**src/rtl/hs_fifo_buf_if.sv**
```systemverilog
// ============================================================================
//  Module   : hs_fifo_buf_if
//  Brief    : Sender/receiver four-phase handshake bundle for hs_fifo_buf.
//  Revision : 1.0 - initial release
// ============================================================================
`default_nettype none

interface hs_fifo_buf_if #(
    parameter int WIDTH = 32
);
    logic             StoB_REQ;
    logic [WIDTH-1:0] DI;
    logic             BtoS_ACK;
    logic             BtoR_REQ;
    logic             RtoB_ACK;
    logic [WIDTH-1:0] DO;

    // master is the buffer itself; slave is the sender/receiver environment
    modport master (
        input  StoB_REQ, DI, RtoB_ACK,
        output BtoS_ACK, BtoR_REQ, DO
    );

    modport slave (
        output StoB_REQ, DI, RtoB_ACK,
        input  BtoS_ACK, BtoR_REQ, DO
    );
endinterface

`default_nettype wire

```
**src/rtl/hs_fifo_buf.sv**
```systemverilog
// ============================================================================
//  Module   : hs_fifo_buf
//  Brief    : Circular FIFO between a four-phase sender and a four-phase receiver.
//  Revision : 1.0 - initial release
// ============================================================================
`default_nettype none

module hs_fifo_buf #(
    parameter int WIDTH = 32,
    parameter int DEPTH = 4
) (
    input  wire logic                         clk,
    input  wire logic                         rst,
    hs_fifo_buf_if.master                     bus,
    output logic [$clog2(DEPTH+1)-1:0]        count,
    output logic                              proto_err
);

    localparam int C_PTR_W = $clog2(DEPTH);
    localparam int C_CNT_W = $clog2(DEPTH + 1);

    typedef enum logic [0:0] {
        S_IDLE = 1'b0,
        S_ACK  = 1'b1
    } s_state_t;

    typedef enum logic [1:0] {
        R_IDLE = 2'd0,
        R_REQ  = 2'd1,
        R_WAIT = 2'd2
    } r_state_t;

    s_state_t             s_state_q, s_state_d;
    r_state_t             r_state_q, r_state_d;
    logic [C_PTR_W-1:0]   wr_ptr_q,  wr_ptr_d;
    logic [C_PTR_W-1:0]   rd_ptr_q,  rd_ptr_d;
    logic [C_CNT_W-1:0]   count_q,   count_d;
    logic                 avail_q,   avail_d;
    logic                 s_ack_q,   s_ack_d;
    logic                 r_req_q,   r_req_d;
    logic [WIDTH-1:0]     do_q,      do_d;
    logic                 perr_q,    perr_d;
    logic                 w_push;
    logic                 w_pop;
    logic [WIDTH-1:0]     mem_q [DEPTH];

    function automatic logic [C_PTR_W-1:0] ptr_inc(input logic [C_PTR_W-1:0] p);
        return (p == C_PTR_W'(DEPTH - 1)) ? '0 : p + C_PTR_W'(1);
    endfunction

    always_comb begin
        s_state_d = s_state_q;
        r_state_d = r_state_q;
        wr_ptr_d  = wr_ptr_q;
        rd_ptr_d  = rd_ptr_q;
        s_ack_d   = s_ack_q;
        r_req_d   = r_req_q;
        do_d      = do_q;
        w_push    = 1'b0;
        w_pop     = 1'b0;

        // Full check uses the pre-pop count, so a same-edge pop never admits a write
        case (s_state_q)
            S_IDLE: begin
                if (bus.StoB_REQ && (count_q != C_CNT_W'(DEPTH))) begin
                    w_push    = 1'b1;
                    wr_ptr_d  = ptr_inc(wr_ptr_q);
                    s_ack_d   = 1'b1;
                    s_state_d = S_ACK;
                end
            end
            S_ACK: begin
                if (!bus.StoB_REQ) begin
                    s_ack_d   = 1'b0;
                    s_state_d = S_IDLE;
                end
            end
            default: s_state_d = S_IDLE;
        endcase

        // avail_q lags count by one edge: this sets the two-edge write-to-request latency
        case (r_state_q)
            R_IDLE: begin
                if (avail_q) begin
                    do_d      = mem_q[rd_ptr_q];
                    r_req_d   = 1'b1;
                    r_state_d = R_REQ;
                end
            end
            R_REQ: begin
                if (bus.RtoB_ACK) begin
                    w_pop     = 1'b1;
                    rd_ptr_d  = ptr_inc(rd_ptr_q);
                    r_req_d   = 1'b0;
                    r_state_d = R_WAIT;
                end
            end
            R_WAIT: begin
                if (!bus.RtoB_ACK) begin
                    r_state_d = R_IDLE;
                end
            end
            default: r_state_d = R_IDLE;
        endcase

        case ({w_push, w_pop})
            2'b10:   count_d = count_q + C_CNT_W'(1);
            2'b01:   count_d = count_q - C_CNT_W'(1);
            default: count_d = count_q;
        endcase

        avail_d = (count_q != '0);
        perr_d  = perr_q | ((r_state_q == R_IDLE) && bus.RtoB_ACK);
    end

    always_ff @(posedge clk) begin
        if (rst) begin
            s_state_q <= S_IDLE;
            r_state_q <= R_IDLE;
            wr_ptr_q  <= '0;
            rd_ptr_q  <= '0;
            count_q   <= '0;
            avail_q   <= 1'b0;
            s_ack_q   <= 1'b0;
            r_req_q   <= 1'b0;
            do_q      <= '0;
            perr_q    <= 1'b0;
        end else begin
            s_state_q <= s_state_d;
            r_state_q <= r_state_d;
            wr_ptr_q  <= wr_ptr_d;
            rd_ptr_q  <= rd_ptr_d;
            count_q   <= count_d;
            avail_q   <= avail_d;
            s_ack_q   <= s_ack_d;
            r_req_q   <= r_req_d;
            do_q      <= do_d;
            perr_q    <= perr_d;
        end
    end

    always_ff @(posedge clk) begin
        if (!rst && w_push) begin
            mem_q[wr_ptr_q] <= bus.DI;
        end
    end

    assign bus.BtoS_ACK = s_ack_q;
    assign bus.BtoR_REQ = r_req_q;
    assign bus.DO       = do_q;
    assign count        = count_q;
    assign proto_err    = perr_q;

endmodule

`default_nettype wire
```
**src/flat_wrapper.sv**
```systemverilog
// flat-port wrapper written by rule: the top's interface ports become plain ports
module hs_fifo_buf_flat 
#(
    parameter int WIDTH = 32,
    parameter int DEPTH = 4
)
  (clk, rst, count, proto_err, bus_StoB_REQ, bus_DI, bus_RtoB_ACK, bus_BtoS_ACK, bus_BtoR_REQ, bus_DO);
  hs_fifo_buf_if #(.WIDTH(WIDTH)) bus_i ();
  input  wire logic clk;
  input  wire logic rst;
  output logic [$clog2(DEPTH+1)-1:0] count;
  output logic proto_err;
  input wire logic [$bits(bus_i.StoB_REQ)-1:0] bus_StoB_REQ;
  input wire logic [$bits(bus_i.DI)-1:0] bus_DI;
  input wire logic [$bits(bus_i.RtoB_ACK)-1:0] bus_RtoB_ACK;
  output wire logic [$bits(bus_i.BtoS_ACK)-1:0] bus_BtoS_ACK;
  output wire logic [$bits(bus_i.BtoR_REQ)-1:0] bus_BtoR_REQ;
  output wire logic [$bits(bus_i.DO)-1:0] bus_DO;
  assign bus_i.StoB_REQ = bus_StoB_REQ;
  assign bus_i.DI = bus_DI;
  assign bus_i.RtoB_ACK = bus_RtoB_ACK;
  assign bus_BtoS_ACK = bus_i.BtoS_ACK;
  assign bus_BtoR_REQ = bus_i.BtoR_REQ;
  assign bus_DO = bus_i.DO;
  hs_fifo_buf #(.WIDTH(WIDTH), .DEPTH(DEPTH)) u_core (.clk(clk), .rst(rst), .bus(bus_i), .count(count), .proto_err(proto_err));
endmodule
```
**config.mk**
```make
export PLATFORM = sky130hd
export DESIGN_NAME = hs_fifo_buf_flat
export DESIGN_NICKNAME = d
export VERILOG_FILES = /design/src/rtl/hs_fifo_buf_if.sv /design/src/rtl/hs_fifo_buf.sv /design/src/flat_wrapper.sv
export SDC_FILE = /design/constraint.sdc
export NUM_CORES = 1
export LEC_CHECK = 0
export BUFFER_PORTS_ARGS = -buffer_cell sky130_fd_sc_hd__buf_2
export CORE_UTILIZATION = 50
export CTS_CLUSTER_DIAMETER = 100
export DETAILED_ROUTE_END_ITERATION = 10
export GPL_TIMING_DRIVEN = 0
export PLACE_DENSITY_LB_ADDON = 0.12
export SYNTH_ARGS = -nofsm -noshare
export SYNTH_HDL_FRONTEND = slang
export SYNTH_SLANG_ARGS = --single-unit
```
**constraint.sdc**
```tcl
create_clock -name clk -period 2.7 [get_ports clk]
set_input_delay 0.27 -clock clk [delete_from_list [all_inputs] [get_ports clk]]
set_output_delay 0.27 -clock clk [all_outputs]
set_load 0.05 [all_outputs]
```
==> flow_metrics.tcl, run 1 <==
set metrics [dict create \
    status "finished clean" \
    final_max_slew_viol_count 0 \
    dp.cells 564 \
    path_clk_slew_ns 0.06 \
    wl_met1_um 4860 \
    rsz0062_at_grt "no" \
    cts.sink_count 174 \
    dpl.hpwl_um 6800 \
    post_cts_buffers 0 \
    cts-buffers-inserted 17 \
    slew_headroom_pct 66.9 \
    synth_top_family_by_area "multiplexers" \
    cp_max_fo 6 \
    fin_cells 596 \
    setup_violations 0 \
    seqPwrFrac_pct 48.9 \
    worst_pin_slew_ns 0.497 \
    synthCells 320 \
    core-area_um2 12200 \
    root_buffer "clkbuf_16" \
    route.met3.wl_um 416 \
    antenna_found_initial 0 \
    initial_core_util_pct 52.0 \
    vdd_drop_max_mv 0.667 \
    fillerInstances 880 \
    synthMuxAreaShare_pct 12.0 \
    cts_resized 0 \
    tns_ns 0 \
    die_w_um 114 \
    postCtsHoldBufs 0 \
    crit_arrival_ns 2.55 \
    synth_edf_count 128 \
    syn_area_per_cell_um2 19.8 \
    wl_um 11000 \
    syn-num-nets 363 \
    grt_pass1_vias 3197 \
    overflow 0 \
    ys_ff_latch 174 \
    post_synth_num_cell_types 34 \
    switching_share_pct 23.4 \
    r2r-start "u_core.count[2]" \
    rows 40 \
    synth_top_area_share_pct 60.8 \
    dieArea_um2 13100 \
    place.gp.congestion 0.732 \
    drc_errors 0 \
    yosysWarningCount 0 \
    track_usage_pct 18.6 \
    clockBufferDepth 2 \
    hp-class "primary input to flip-flop" \
    areaGrowthSynthToFinish_pct 20.7 \
    p_int_uw 4760 \
    p_sw_uw 1450 \
    skew_ns 0.0107 \
    synth-simple-area-share_pct 2.81 \
    p_clk_share_pct 41.3 \
    startpoint_type "flip-flop" \
    grt_max_degree 25 \
    yosys.area_share.xor_xnor_pct 0.416 \
    dr_wl_met2_um 5510 \
    ios 74 \
    drt_iter0_drc 201 \
    syn_area_um2 6320 \
    pwr-share-comb_pct 9.8 \
    drive_gt1_share_pct 36.7 \
    r2r-end "u_core.count[2]" \
    period_needed_ns 2.20 \
    port_buffers 72 \
    die_y_um 114 \
    clock_latency_ns 0.43 \
    ys.flop_type "edfxtp_1" \
    async_reset_ff_share_pct 0 \
    vias_per_cell 5.36 \
    synth_area_leaders "edfxtp_1, dfxtp_1, mux4_2" \
    clock.fmax_ghz 0.455 \
    grt_pass1_wl_um 17200 \
    synth_top_cell_by_area "edfxtp_1" \
    nNetsFinal 458 \
    hold_viol 0 \
    p_leak_uw 0.00275 \
    h-tree-depth 4 \
    top_layer "met4" \
    p_per_area_nw_per_um2 813 \
    endpoint_kind "flip-flop" \
    hold_start "bus_DI[23]" \
    synth_fa_ha_area_share_pct 1.50 \
    dpl-instance-area_um2 7000 \
    critPathRequiredTime_ns 3.05 \
    vias 3193 \
    worst_r2r_path_depth 9 \
    ant_nets 0 \
    cts_tree "yes" \
    synth_compound_area_share_pct 5.76 \
    yosysSeqAreaShare_pct 75.3 \
    maxCapViolCount 0 \
    antenna_cells 0 \
    crit_type "flip-flop to flip-flop" \
    final_area_um2 7630 \
    drt-pass1-iter-count 4 \
    reg2reg_slack_ns 0.50 \
    hold_path_depth 1 \
    holdPathEnd "u_core.mem_q[1][23]" \
    fin_crit_sh_pct 81.4 \
    routedWlPerCell_um 18.4 \
]
## synthesized netlist by cell type (all sizes together), types with 4 or more instances
master / number
clkbuf: 4
edfxtp: 128
and2: 4
inv: 9
ha: 6
nor2: 8
dfxtp: 46
buf: 13
nor3: 6
mux4: 32
a22o: 32
a21oi: 8
## cells in the final DEF, fill, tap and decap left out, types with 2 or more instances in the layout
| cell | Yosys | routed |
|---|---|---|
| clkinv_2 | 0 | 3 |
| nor2_1 | 8 | 8 |
| nor3_1 | 6 | 6 |
| a22o_1 | 32 | 32 |
| inv_1 | 9 | 9 |
| mux2i_1 | 2 | 2 |
| edfxtp_1 | 128 | 128 |
| buf_2 | 9 | 81 |
| or3_1 | 2 | 2 |
| bufinv_16 | 0 | 4 |
| xor2_1 | 2 | 2 |
| a21oi_1 | 7 | 7 |
| dfxtp_1 | 46 | 46 |
| nor2b_1 | 2 | 2 |
| clkbuf_16 | 0 | 17 |
| and2_2 | 0 | 4 |
| mux4_1 | 4 | 4 |
| buf_16 | 0 | 3 |
| clkbuf_1 | 3 | 3 |
| ha_1 | 6 | 6 |
| mux4_2 | 28 | 28 |
| o21ai_0 | 2 | 2 |
| nand3_1 | 2 | 2 |
| buf_6 | 4 | 4 |
| clkinvlp_4 | 0 | 4 |
| clkinv_4 | 0 | 2 |
## routing by layer
layer,global-route usage (%),up-vias
met4,8.23,0
met3,4.92,17
met5,0,-
met2,31.0,73
met1,23.0,1621
li1,-,1482
## through the flow
stage	total power (uW)	worst slack (ns)	utilization [%]	hold WS [ns]
3_3_place_gp	3680	-0.169	56.7	0.443
3_5_place_dp	3710	0.505	57.6	0.453
2_1_floorplan	3520	0.341	-	0.369
5_1_grt	6400	0.347	62.8	0.0442
6_report	6210	0.502	62.8	0.0581
4_1_cts	6260	0.495	62.8	0.0419
## worst max-delay path by stage
stage                     from                  end  slack [ns]
2_1_floorplan  u_core.count[0]   u_core.mem_q[3][0]        0.34
3_3_place_gp               rst  u_core.mem_q[0][13]       -0.17
3_5_place_dp   u_core.count[2]      u_core.count[2]        0.51
4_1_cts        u_core.count[2]      u_core.count[2]        0.49
5_1_grt        u_core.count[2]      u_core.count[2]        0.35
6_report       u_core.count[2]      u_core.count[2]        0.50
## flip-flops by register name, summed over array words and instances, names as in the netlist, 2 cells and up
register,cells
u_core.bus.DO,32
u_core.mem_q,128
u_core.r_state_q,2
u_core.rd_ptr_q,2
u_core.wr_ptr_q,2
u_core.count,3
## area by class of cell
| type | instances | area (um2) | area share (%) |
|---|---|---|---|
| buffer | 17 | 106 | 1.39 |
| clock buffer | 18 | 439 | 5.75 |
| clock inverter | 14 | 191 | 2.51 |
| inverter | 9 | 33.8 | 0.443 |
| multi-input combinational | 120 | 1420 | 18.7 |
| sequential | 174 | 4760 | 62.4 |
| tap | 168 | 210 | 2.75 |
| timing repair buffer | 76 | 463 | 6.07 |
## power groups by stage
stage	Sequential [uW]	Combinational [uW]	Clock, uW
2_1_floorplan	3290	234	0
3_3_place_gp	3090	590	0
3_5_place_dp	3090	613	0
4_1_cts	3040	617	2610
5_1_grt	3050	649	2700
6_report	3040	607	2560
## worst max-delay path, stage by stage (launching register included)
cell	delay (ns)
dfxtp_1	0.39
nor3b_1	0.28
nor3_1	0.14
inv_1	0.08
ha_1	0.18
inv_1	0.06
fa_1	0.37
xor2_1	0.17
or3_1	0.31
a21oi_1	0.14
## kinds of logic after synthesis
| family | Yosys count |
|---|---|
| AO/OA/AOI/OAI | 46 |
| AND/OR/NAND/NOR | 30 |
| buffers and inverters | 26 |
| XOR/XNOR | 3 |
| multiplexers | 34 |
| adder cells (fa/ha/maj) | 7 |
| flip-flops | 174 |
(Power assumes the default switching activity.)
==> inputs of run 2 (changes only) <==
==> constraint.sdc (replaced) <==
create_clock -name clk -period 2.26 [get_ports clk]
set_input_delay 0.226 -clock clk [delete_from_list [all_inputs] [get_ports clk]]
set_output_delay 0.226 -clock clk [all_outputs]
set_load 0.05 [all_outputs]
==> run 2 against run 1 <==
Routed wire length up 1.9%. Critical path depth decreased by 6. Global-route usage rose by 0.39 points. Clock skew up 0.0033 ns. Clock power is 12% higher. Worst hold slack worse by 0.042 ns. Clock-buffer cell count grew 2. Fmax decreased by 0.36%. First-iteration DRC count fell by 27%. Via count is 0.88% lower.
==> flow_metrics.tcl, run 2 (same netlist as run 1, synthesis figures left out) <==
set metrics [dict create \
    status "finished clean" \
    maxCapViolCount 0 \
    p_per_area_nw_per_um2 961 \
    crit_type "flip-flop to flip-flop" \
    cts_tree "yes" \
    final_area_um2 7520 \
    grt_pass1_wl_um 17500 \
    p_sw_uw 1700 \
    path_clk_slew_ns 0.06 \
    drt_iter0_drc 146 \
    endpoint_kind "flip-flop" \
    holdWs_ns 0.0157 \
    skew_ns 0.0140 \
    die_w_um 114 \
    crit_arrival_ns 2.25 \
    grt_max_degree 33 \
    p_clk_share_pct 39.9 \
    drc_errors 0 \
    nNetsFinal 457 \
    fin_crit_sh_pct 97.6 \
    final_max_slew_viol_count 0 \
    areaGrowthSynthToFinish_pct 18.9 \
    port_buffers 72 \
    vias 3165 \
    setup_violations 0 \
    layout_commonest_cell "edfxtp_1" \
    dieArea_um2 13100 \
    overflow 0 \
    clockBufferDepth 2 \
    regMostFlops "u_core.mem_q" \
    h-tree-depth 4 \
    die_y_um 114 \
    initial_core_util_pct 52.0 \
    route.met3.wl_um 479 \
    hp-class "primary input to flip-flop" \
    startpoint_type "flip-flop" \
    clock_latency_ns 0.43 \
    wl_met1_um 4960 \
    p_int_uw 5520 \
    seqPwrFrac_pct 50.3 \
    vdd_drop_max_mv 0.531 \
    dpl.hpwl_um 6520 \
    drive_gt1_share_pct 35.4 \
    drt-pass1-iter-count 4 \
    root_buffer "clkbuf_16" \
    vias_per_cell 5.32 \
    dr_wl_met2_um 5660 \
    top_layer "met4" \
    critPathRequiredTime_ns 2.31 \
    pwr-share-comb_pct 9.9 \
    multiInputGateArea_um2 1430 \
    largest_reg_flops 128 \
    place.gp.congestion 0.717 \
    dpl-instance-area_um2 6900 \
    period_needed_ns 2.21 \
    ios 74 \
    rows 40 \
    core-area_um2 12200 \
    cts.sink_count 174 \
    wl_um 11200 \
    layout.area.seq_um2 4770 \
    rsz0062_at_grt "yes" \
    track_usage_pct 19.0 \
    slew_headroom_pct 38.1 \
    cts-buffers-inserted 17 \
    grt_pass1_vias 3258 \
    fillerInstances 921 \
    final_cell_mix "edfxtp_1, buf_2, dfxtp_1" \
    antenna_found_initial 0 \
    hold_viol 0 \
    antenna_cells 0 \
    clock.fmax_ghz 0.453 \
    p_leak_uw 0.00271 \
    cp_max_fo 32 \
    ant_nets 0 \
    routedWlPerCell_um 18.8 \
    switching_share_pct 23.5 \
    worst_pin_slew_ns 0.928 \
]
-- run 2: layout make-up --
| class | instances | area share, % |
|---|---|---|
| clock buffer | 20 | 5.81 |
| buffer | 17 | 1.41 |
| timing repair buffer | 75 | 5.19 |
| clock inverter | 12 | 1.93 |
| inverter | 9 | 0.449 |
| sequential | 174 | 63.4 |
| tap | 168 | 2.80 |
| multi-input combinational | 120 | 19.0 |
-- run 2: final timing paths --
| kind | startpoint | endpoint | slack [ns] | depth (start not counted) |
|---|---|---|---|---|
| worst max-delay path | u_core.count[0] | u_core.mem_q[3][21] | 0.05 | 3 |
| worst min-delay path | bus_DI[23] | u_core.mem_q[0][23] | 0.02 | 1 |
| worst max register to register | u_core.count[0] | u_core.mem_q[3][21] | 0.05 | 3 |
| worst min register to register | u_core.bus.BtoS_ACK | u_core.bus.BtoS_ACK | 0.46 | 1 |
-- run 2: what timing repair did --
item | in CTS | in global routing
setup endpoints to repair | 0 | 129
setup buffers | 0 | 0
hold endpoints to repair | 8 | 4
hold buffers | 2 | 1
resized for setup | 0 | 1
-- run 2: critical path, stage by stage, from the launching register on --
cell and delay (ns):
dfxtp_1 0.45, nor3b_2 0.09, nor4_1 0.41, and2_2 0.86
-- run 2: metal layers --
metal / track usage, % / up-vias
li1: - / 1479
met1: 24.8 / 1610
met2: 29.8 / 70
met3: 6.25 / 6
met4: 7.27 / 0
met5: 0 / -
-- run 2: power by group through the flow --
stage / clock network (uW) / logic, uW / registers, uW
floorplan: 0 / 280 / 3920
global placement: 0 / 708 / 3690
detailed placement: 0 / 719 / 3700
CTS: 2930 / 723 / 3630
global route: 3070 / 768 / 3640
finish: 2880 / 714 / 3630
-- run 2: through the flow --
stage | power [uW] | setup slack, ns | setup TNS [ns] | cells | util, %
after global routing | 7480 | -0.130 | -14.37 | 595 | 61.8
after CTS | 7280 | 0.0290 | 0 | 594 | 61.7
after global placement | 4400 | 0.0373 | 0 | 560 | 56.7
final | 7220 | 0.0538 | 0 | 595 | 61.8
after detailed placement | 4420 | -0.0159 | -0.878 | 560 | 56.7
after floorplan | 4200 | 0.0592 | 0 | 320 | -
==> inputs of run 3 (changes only) <==
==> constraint.sdc (replaced) <==
create_clock -name clk -period 2.2 [get_ports clk]
set_input_delay 0.22 -clock clk [delete_from_list [all_inputs] [get_ports clk]]
set_output_delay 0.22 -clock clk [all_outputs]
set_load 0.05 [all_outputs]
==> run 3 against run 2 <==
Combinational power increased by 7.6%. Register-to-register slack about the same. Cell count grew 3.7%. Cell area increased by 3.1%. Highest routed layer unchanged. Sequential cell count unchanged. Via count increased by 2.7%. Power up 3.0%.
==> flow_metrics.tcl, run 3 (same netlist as run 1, synthesis figures left out) <==
set metrics [dict create \
    vdd_drop_max_mv 0.611 \
    pwr-share-comb_pct 10.3 \
    p_leak_uw 0.00279 \
    drc_errors 0 \
    crit_arrival_ns 2.18 \
    initial_core_util_pct 52.0 \
    switching_share_pct 24.6 \
    crit_type "flip-flop to flip-flop" \
    critPathRequiredTime_ns 2.25 \
    multiInputGateArea_um2 1440 \
    nNetsFinal 479 \
    dpl-instance-area_um2 6900 \
    layout.area.seq_um2 4770 \
    status "finished clean" \
    cp_slowest_stage_delay_ns 0.87 \
    track_usage_pct 18.7 \
    final_cell_mix "edfxtp_1, buf_2, dfxtp_1" \
    startpoint_type "flip-flop" \
    antenna_found_initial 0 \
    die_w_um 114 \
    seqPwrFrac_pct 50.1 \
    dieArea_um2 13100 \
    utilization_pct 63.7 \
    cts.sink_count 174 \
    cts_tree "yes" \
    largest_reg_flops 128 \
    slowest_stage "and2_2" \
    clockBufferDepth 2 \
    endpoint_kind "flip-flop" \
    vias_per_cell 5.27 \
    antenna_cells 0 \
    overflow 0 \
    wl_um 11300 \
    drive_gt1_share_pct 35.2 \
    p_clk_share_pct 39.6 \
    vias 3249 \
    p_per_area_nw_per_um2 960 \
    hold_viol 0 \
    grt_max_degree 33 \
    root_buffer "clkbuf_16" \
    period_needed_ns 2.13 \
    worst_pin_slew_ns 0.941 \
    areaGrowthSynthToFinish_pct 22.6 \
    rows 40 \
    dpl.hpwl_um 6360 \
    place.gp.congestion 0.728 \
    grt_pass1_wl_um 17300 \
    cts-buffers-inserted 17 \
    path_clk_slew_ns 0.07 \
    ios 74 \
    crit_family "simple AND/OR/NAND/NOR gates" \
    cp_num_buf_inv 0 \
    h-tree-depth 4 \
    final_max_slew_viol_count 0 \
    clock_latency_ns 0.43 \
    skew_ns 0.0143 \
    tns_ns 0 \
    setup_violations 0 \
    fillerInstances 903 \
    final_area_um2 7750 \
    grt_pass1_vias 3306 \
    path_cells "nor3b_4, nor4_1, and2_2" \
    fin_crit_sh_pct 97.0 \
    cp_max_fo 32 \
    port_buffers 72 \
    core-area_um2 12200 \
    p_int_uw 5610 \
    ant_nets 0 \
    die_y_um 114 \
    hp-class "primary input to flip-flop" \
    drt-pass1-iter-count 4 \
    clock.fmax_ghz 0.469 \
    maxCapViolCount 0 \
    routedWlPerCell_um 18.2 \
    p_sw_uw 1830 \
    drt_iter0_drc 148 \
    regMostFlops "u_core.mem_q" \
    layout_commonest_cell "edfxtp_1" \
    slew_headroom_pct 37.3 \
    rsz0062_at_grt "yes" \
]
-- run 3: area by class of cell --
cell class / instances / area share, %
Multi-Input combinational cell: 120 / 18.5
Clock buffer: 17 / 5.49
Timing Repair Buffer: 97 / 7.85
Buffer: 17 / 1.37
Inverter: 9 / 0.436
Tap cell: 168 / 2.71
Clock inverter: 15 / 2.10
Sequential cell: 174 / 61.5
-- run 3: repair_timing --
item,CTS,global route
setup endpoints to repair,0,129
hold buffers,24,0
resized for setup,0,4
endpoints found under the hold margin,95,0
setup buffers,0,1
-- run 3: worst register-to-register path, cell delays in order (launching register included) --
cell	delay, ns
dfxtp_2	0.35
nor3b_4	0.15
nor4_1	0.38
and2_2	0.87
-- run 3: power by group through the flow --
stage | sequential (uW) | combinational (uW) | clock, uW
finish | 3730 | 768 | 2940
global route | 3740 | 822 | 3120
CTS | 3730 | 774 | 3000
detailed placement | 3800 | 737 | 0
global placement | 3790 | 725 | 0
floorplan | 4030 | 288 | 0
-- run 3: path summary, 6_finish.rpt --
check	start	to	slack, ns	cells past startpoint
max	u_core.count[2]	u_core.mem_q[2][9]	0.07	3
min reg2reg	u_core.bus.BtoS_ACK	u_core.bus.BtoS_ACK	0.46	1
max reg2reg	u_core.count[2]	u_core.mem_q[2][9]	0.07	3
min	bus_DI[16]	u_core.mem_q[3][16]	0.02	1
-- run 3: routing by layer --
layer  global-route usage (%)  vias up  part of all wire, %
met4                     6.75        0                  1.1
li1                         -     1523                    -
met3                     5.88        8                  4.3
met2                     29.7       67                   51
met5                        0        -                    0
met1                     24.7     1651                   44
-- run 3: stage by stage --
step	instances	power [uW]	setup WS, ns	hold WS [ns]
5_1_grt	617	7680	-0.182	0.00636
2_1_floorplan	320	4320	0.0185	0.319
4_1_cts	616	7510	0.00200	0.000155
6_report	617	7440	0.0664	0.0202
3_3_place_gp	560	4520	-0.0126	0.431
3_5_place_dp	560	4540	-0.0405	0.434
